$ cat src/rtl/uart_pkg.sv
// rtl/uart_pkg.sv - shared UART definitions: FSM encoding, data width, bit-period helper
package uart_pkg;

    localparam int UART_DATA_BITS = 8;

    typedef enum logic [1:0] {
        ST_IDLE  = 2'd0,
        ST_START = 2'd1,
        ST_DATA  = 2'd2,
        ST_STOP  = 2'd3
    } uart_state_e;

    function automatic int bps_cnt(input int clk_freq, input int uart_bps);
        return clk_freq / uart_bps;
    endfunction

endpackage

$ cat src/rtl/uart_rx_sync.sv
// rtl/uart_rx_sync.sv - serial input synchronizer with falling-edge detect
module uart_rx_sync (
    input  logic sys_clk,
    input  logic sys_rst_n,
    input  logic din,
    output logic dout,
    output logic fall
);

    logic s1, s2, s3;

    // Reset to 1 so an idle-high line never looks like a start bit after reset.
    always_ff @(posedge sys_clk) begin
        if (!sys_rst_n) begin
            s1 <= 1'b1;
            s2 <= 1'b1;
            s3 <= 1'b1;
        end else begin
            s1 <= din;
            s2 <= s1;
            s3 <= s2;
        end
    end

    assign dout = s2;
    assign fall = s3 & ~s2;

endmodule

$ cat src/rtl/uart_recv.sv
// rtl/uart_recv.sv - UART receiver, 8N1, LSB first, one-cycle done/frame-error strobes
module uart_recv
    import uart_pkg::*;
#(
    parameter int CLK_FREQ = 50000000,
    parameter int UART_BPS = 115200
) (
    input  logic                      sys_clk,
    input  logic                      sys_rst_n,
    input  logic                      uart_rxd,
    output logic                      uart_done,
    output logic [UART_DATA_BITS-1:0] uart_data,
    output logic                      uart_frame_err,
    output logic                      uart_rx_busy
);

    localparam int BPS_CNT = bps_cnt(CLK_FREQ, UART_BPS);
    localparam int HALF    = BPS_CNT / 2;
    localparam int CNT_W   = (BPS_CNT > 1) ? $clog2(BPS_CNT) : 1;
    localparam int IDX_W   = $clog2(UART_DATA_BITS);

    localparam logic [CNT_W-1:0] CNT_MAX  = CNT_W'(BPS_CNT - 1);
    localparam logic [CNT_W-1:0] HALF_M1  = CNT_W'(HALF - 1);
    localparam logic [IDX_W-1:0] LAST_IDX = IDX_W'(UART_DATA_BITS - 1);

    if (BPS_CNT < 4) begin : g_bps_check
        $error("uart_recv: CLK_FREQ/UART_BPS must be at least 4");
    end

    logic                      rxd_s;
    logic                      fall;
    uart_state_e               state, state_nxt;
    logic [CNT_W-1:0]          cnt;
    logic [IDX_W-1:0]          bit_idx;
    logic [UART_DATA_BITS-1:0] shreg;
    logic                      mid;
    logic                      shift_en, start_ok, stop_ok, stop_bad;

    uart_rx_sync u_sync (
        .sys_clk   (sys_clk),
        .sys_rst_n (sys_rst_n),
        .din       (uart_rxd),
        .dout      (rxd_s),
        .fall      (fall)
    );

    // Bit-centre strobe: fires on the edge at which cnt advances to HALF.
    assign mid = (state != ST_IDLE) && (cnt == HALF_M1);

    always_ff @(posedge sys_clk) begin
        if (!sys_rst_n) state <= ST_IDLE;
        else            state <= state_nxt;
    end

    always_comb begin
        state_nxt = state;
        case (state)
            ST_IDLE:  if (fall) state_nxt = ST_START;
            ST_START: if (mid)  state_nxt = rxd_s ? ST_IDLE : ST_DATA;
            ST_DATA:  if (mid && bit_idx == LAST_IDX) state_nxt = ST_STOP;
            ST_STOP:  if (mid)  state_nxt = ST_IDLE;
            default:            state_nxt = ST_IDLE;
        endcase
    end

    always_comb begin
        uart_rx_busy = (state != ST_IDLE);
        start_ok     = 1'b0;
        shift_en     = 1'b0;
        stop_ok      = 1'b0;
        stop_bad     = 1'b0;
        case (state)
            ST_START: start_ok = mid && !rxd_s;
            ST_DATA:  shift_en = mid;
            ST_STOP: begin
                stop_ok  = mid && rxd_s;
                stop_bad = mid && !rxd_s;
            end
            default: ;
        endcase
    end

    always_ff @(posedge sys_clk) begin
        if (!sys_rst_n) begin
            cnt            <= '0;
            bit_idx        <= '0;
            shreg          <= '0;
            uart_data      <= '0;
            uart_done      <= 1'b0;
            uart_frame_err <= 1'b0;
        end else begin
            uart_done      <= stop_ok;
            uart_frame_err <= stop_bad;
            if (state == ST_IDLE || cnt == CNT_MAX) cnt <= '0;
            else                                    cnt <= cnt + 1'b1;
            if (start_ok) bit_idx <= '0;
            if (shift_en) begin
                shreg[bit_idx] <= rxd_s;
                bit_idx        <= bit_idx + 1'b1;
            end
            if (stop_ok) uart_data <= shreg;
        end
    end

endmodule

$ cat config.mk
export PLATFORM = sky130hd
export DESIGN_NAME = uart_recv
export DESIGN_NICKNAME = d
export VERILOG_FILES = /design/src/rtl/uart_pkg.sv /design/src/rtl/uart_rx_sync.sv /design/src/rtl/uart_recv.sv
export SDC_FILE = /design/constraint.sdc
export NUM_CORES = 1
export LEC_CHECK = 0
export CAP_MARGIN = 30
export CELL_PAD_IN_SITES_DETAIL_PLACEMENT = 2
export CELL_PAD_IN_SITES_GLOBAL_PLACEMENT = 2
export CORE_UTILIZATION = 35
export CTS_CLUSTER_SIZE = 16
export DETAILED_ROUTE_END_ITERATION = 7
export GPL_TIMING_DRIVEN = 0
export PLACE_DENSITY_LB_ADDON = 0.1
export SYNTH_ARGS = -nofsm -noshare
export SYNTH_HDL_FRONTEND = slang
export SYNTH_SLANG_ARGS = --single-unit
$ cat constraint.sdc
create_clock -name sys_clk -period 1.8 [get_ports sys_clk]
set_input_delay 0.18 -clock sys_clk [delete_from_list [all_inputs] [get_ports sys_clk]]
set_output_delay 0.18 -clock sys_clk [all_outputs]
set_load 0.005 [all_outputs]
; Yosys cells after proc, flatten, opt, wreduce, memory -nomap -nowiden
; Cells that the tools add are included.
[op_classes]
addsub = 2
muxes = 14
magnitude_cmp = 2
reduce_logical = 13
n_bitwise = 3
n_eq_ne = 10
[ops]
columns = operator, n
row1 = 2-bit 2-to-1 mux, 5
row2 = 9-bit by 1-bit adder with 9-bit output (second input constant), 1
row3 = 9-bit by 8-bit == test with 1-bit output (second input constant), 1
row4 = 9-bit == test (second input constant), 1
row5 = 8-bit bitwise mux, 1
row6 = 2-bit != test (second input constant), 4
row7 = 2-bit one-hot mux with 4 select lines, 1
row8 = 3-bit 2-to-1 mux, 2
row9 = 1-bit logical AND, 5
row10 = 2-bit == test (second input constant), 2
row11 = 3-bit by 4-bit < comparator with 1-bit output (second input constant), 1
row12 = 1-bit 2-to-1 mux, 4
row13 = 4-bit AND reduction, 1
row14 = 2-bit nonzero test, 2
row15 = 3-bit by 1-bit adder with 3-bit output (second input constant), 1
row16 = 1-bit demux with 3-bit select, 1
row17 = 3-bit == test (second input constant), 1
row18 = 3-bit by 1-bit >= comparator with 1-bit output (second input constant), 1
row19 = 2-bit by 1-bit == test with 1-bit output (second input constant), 1
row20 = 2-bit zero test, 1
row21 = 1-bit NOT, 2
row22 = 2-bit AND reduction, 1
row23 = 2-bit OR reduction, 1
row24 = 1-bit AND, 1
row25 = 2 further kinds, 2
[word_totals]
reg_bits = 35
in_bits = 3
output_inout_bits = 11
wordCells = 54

; Depth between registers and ports, before layout
[depth]
depth_word = 6
mapped_depth = 7
ltp_nobuf = 6

; Hierarchy
; Synthesis repeated with hierarchy kept, for this count alone.
[unflattened]
cells_unflattened = 165
area_unflattened_um2 = 1592.8
[modules_own_cells]
columns = module, cells_each, area_per_inst_um2, n_inst, seq_area_each_um2
row1 = uart_recv, 158, 1507.7, 1, 640.6
row2 = uart_rx_sync, 7, 85.1, 1, 60.1

; Least setup slack after synthesis
; No wires, ideal clock.
[synth_path]
path_type = register -> register
from = register cnt[0]
to = register shreg[0]
arrival_ns = 1.448
synth_period_minus_slack_ns = 1.520
n_path_buf = 1
setup_time_ns = 0.072
path_stages_with_launch = 8
path_slack_ns = 0.280
t_required_ns = 1.728
path_cell_list = dfxtp_1 > inv_1 > ha_1 > nor4b_4 > nand2_2 > buf_6 > nor4_1 > mux2i_1
[synth_between]
elab_chain_cells = 3
[synth_lines]
columns = item, line_no
row1 = start: declaration, uart_recv.sv:33  ; logic [CNT_W-1:0] cnt;
row2 = start signal: assignment, uart_recv.sv:95  ; else cnt <= cnt + 1'b1;
row3 = 9-bit by 8-bit == test with 1-bit output, uart_recv.sv:48  ; assign mid = (state != ST_IDLE) && (cnt == HALF_M1);
row4 = 1-bit logical AND, uart_recv.sv:48
row5 = 1-bit 2-to-1 mux, uart_recv.sv:72  ; case (state)
row6 = end signal: indexed assignment, uart_recv.sv:98  ; shreg[bit_idx] <= rxd_s;
row7 = end: declaration, uart_recv.sv:35  ; logic [UART_DATA_BITS-1:0] shreg;
; No other way between the ends.
; A chain may end at the register's enable or synchronous reset.

; Worst setup path in the final report
[layout_path]
from = register cnt[1]
to = register shreg[2]
; Same word-level chain as after synthesis.

==> impl_metrics.ini <==
[run_status]
outcome = complete, no violations

[grt]
grt_max_degree = 11
grt_pass1_wl_um = 5800
grt_pass1_vias = 1210
antenna_found_initial = 0
overflow = 0
grt_usage = 0.187

[timing]
setup_slack_ns = 0.0181
fin_crit_sh = 0.990
maxSlewViolCount = 0
worstMarginPinSlew_ns = 0.647
finalHoldViolCount = 0
rsz0062_at_grt = yes
tns_ns = 0
slew_headroom = 0.569
hold-worst-slack_ns = 0.409
finalSetupViolations = 0
clock.fmax_mhz = 561
fin_crit_ns = 1.78
fin_skew_ns = 0.00808

[floorplan]
initial_core_util = 0.366
dieArea_um2 = 4480
fp.dieW_um = 67.0
core_area_um2 = 4030
ios = 14
num_rows = 23
dieHeight_um = 67.0

[routing]
wl_per_cell_um = 17.1
viasPerCell = 5.06
num_vias = 1134
wl_um = 3830
first_iter_violations = 60
antenna_left = 0
drtPass1Iterations = 2
drc_errors = 0

[yosys]
synth_cell_types = 28
synth_common_cells = dfxtp_1, nand2_1, mux2i_1
synth_ff_type = dfxtp_1
synth_seq_cells = 35
synth.top_cell.area_share = 0.475
yosys.area.top_type = dfxtp_1
syn_nets = 162
synthArstFlopShare = 0
yosysWarnings = 0
syn_inst = 154
synth_edf_count = 0
syn-mean-instance-area_um2 = 9.59
synth_area_leaders = dfxtp_1, mux2i_1, nand2_1
syn-cell-area_um2 = 1480
ys_seq_area_frac = 0.475
synth_most_common_cell = dfxtp_1

[worst_hold_path]
hold_path.startpoint = u_sync.s1
holdCritPathClass = register to register

[placed_design]
dpl.cell_count = 217
place_ws_ns = -0.120
hpwl_um = 2560
io_buffers = 13
place_area_um2 = 1670
gp_congestion = 0.747

[pwr]
power.leakage_nw = 0.600
vdd_ir_drop_max_v = 0.000412
pwr-share-clk = 0.425
p_total_mw = 1.45
p_per_area_nw_per_um2 = 787
combPwrFrac = 0.035
sw_frac_of_total = 0.209
pwr-share-seq = 0.540
switchingPower_uw = 303
internal-power_mw = 1.15

[clock_network]
hold_buffers = 0
clk_pin_slew_worst_paths_ns = 0.07
cts-htree-levels = 2
cts_num_sinks = 35
clk_path_buf_depth = 2
cts_root_buffer = clkbuf_8
clock_latency_ns = 0.28
cts_tree = done
postCtsSetupRepairBufs = 0
cts_made_buffers = 5

[critical_path]
worstReg2RegStart = cnt[1]
reg2reg_slack_ns = 0.02
worstRegToRegCells = 7
max_stage_delay_ns = 0.34
crit_slowest_cell = dfxtp_1
cp.required_ns = 2.00
crit_type = register to register
start_kind = register
crit_fanout = 10
worstPathCellList = inv_1 > ha_1 > nor4b_4 > nand2_2 > buf_6 > nor4_2 > mux2i_1
crit_start = cnt[1]
reg2reg_to = shreg[2]
worstPathArrival_ns = 1.98
end_kind = register
endpoint = shreg[2]

[cells_and_area]
final_util = 0.457
fin_area_um2 = 1840
layout.nets = 181
drive_gt1_frac = 0.155
n_antenna_cell = 0
instances_no_fill = 224
area.growth.synth_to_final_pct = 24.8
fill_cells = 426

[job]
drv_cap = 0
[cells by family after synthesis]
family	count (synthesis)	share of synthesized area
simple gates	71	0.247
flops	35	0.475
mux	19	0.131
buf+inv	11	0.0330
xor+xnor	7	0.0415
compound gates	6	0.0305
fa+ha+maj	5	0.0424
[state kept, by name (all words and copies together), names as in the netlist, named ones only]
signal          flops
uart_done           1
shreg               8
u_sync.s3           1
u_sync.dout         1
bit_idx             3
state               1
uart_data           8
uart_frame_err      1
cnt                 9
u_sync.s1           1
[cell usage in the layout (no fill, tap or decap)]
cell type        synthesis  layout
and3_1                   1       1
buf_6                    1       1
ha_1                     5       5
nor4_4                   0       2
nand3_1                  4       4
mux2_2                   2       2
inv_1                    6       6
nand2_2                  1       1
xor2_1                   2       2
clkbuf_1                 4       3
a21oi_1                  2       2
or4_1                    1       1
xnor2_1                  5       5
o211ai_4                 0       1
mux2i_1                 17      17
and4_1                   1       1
clkbuf_4                 0       1
or2_4                    0       1
clkdlybuf4s50_1          0      13
nor2_4                   0       1
nor2_1                  12      12
dfxtp_1                 35      33
dfxtp_2                  0       2
clkbuf_8                 0       7
nor4_1                   8       2
a22o_1                   2       2
or2_2                    2       1
nor4b_4                  1       1
nor4_2                   1       5
o21ai_0                  1       1
nand2_1                 27      27
and2_2                   1       1
nand2b_1                 6       6
nor3_1                   4       4
[power groups by stage]
stage	registers [mW]	logic (mW)	clock network, mW
after global placement	0.800	0.0434	0
after global routing	0.782	0.0558	0.682
after floorplan	0.799	0.0265	0
final	0.782	0.0509	0.617
after detailed placement	0.800	0.0454	0
after CTS	0.782	0.0489	0.636
[how the worst min path moves through the flow]
stage	to	depth (start not counted)
5_1_grt	u_sync.dout	1
4_1_cts	u_sync.dout	1
3_5_place_dp	u_sync.dout	1
6_report	u_sync.dout	1
3_3_place_gp	u_sync.dout	1
2_1_floorplan	u_sync.dout	1
[layer usage]
layer	share of wire	track usage	vias up
met1	0.42	0.211	556
met5	0	0	-
met2	0.54	0.321	14
met3	0.017	0.0411	6
li1	-	-	558
met4	0.019	0.104	0
[area by class of cell]
type | instances | area, µm² | share of cell area
buffer | 4 | 26.3 | 0.0143
clock buffer | 8 | 100 | 0.0543
inverter | 6 | 22.5 | 0.0122
multi-input combinational | 108 | 798 | 0.433
sequential | 35 | 703 | 0.382
tap | 50 | 62.6 | 0.0339
timing repair buffer | 13 | 130 | 0.0706
[worst max-delay path: cells and delay by family (launching register included)]
| family | cells | cell delay, ns |
|---|---|---|
| buffers and inverters | 2 | 0.27 |
| AND/OR/NAND/NOR | 3 | 0.68 |
| adder cells (fa/ha/maj) | 1 | 0.15 |
| flip-flops | 1 | 0.34 |
| multiplexers | 1 | 0.26 |
[repair_timing]
item                       CTS  global route
pin swaps                    0             1
gates resized for setup      6             9
setup endpoints to repair   11            17
(Power assumes the default switching activity.)
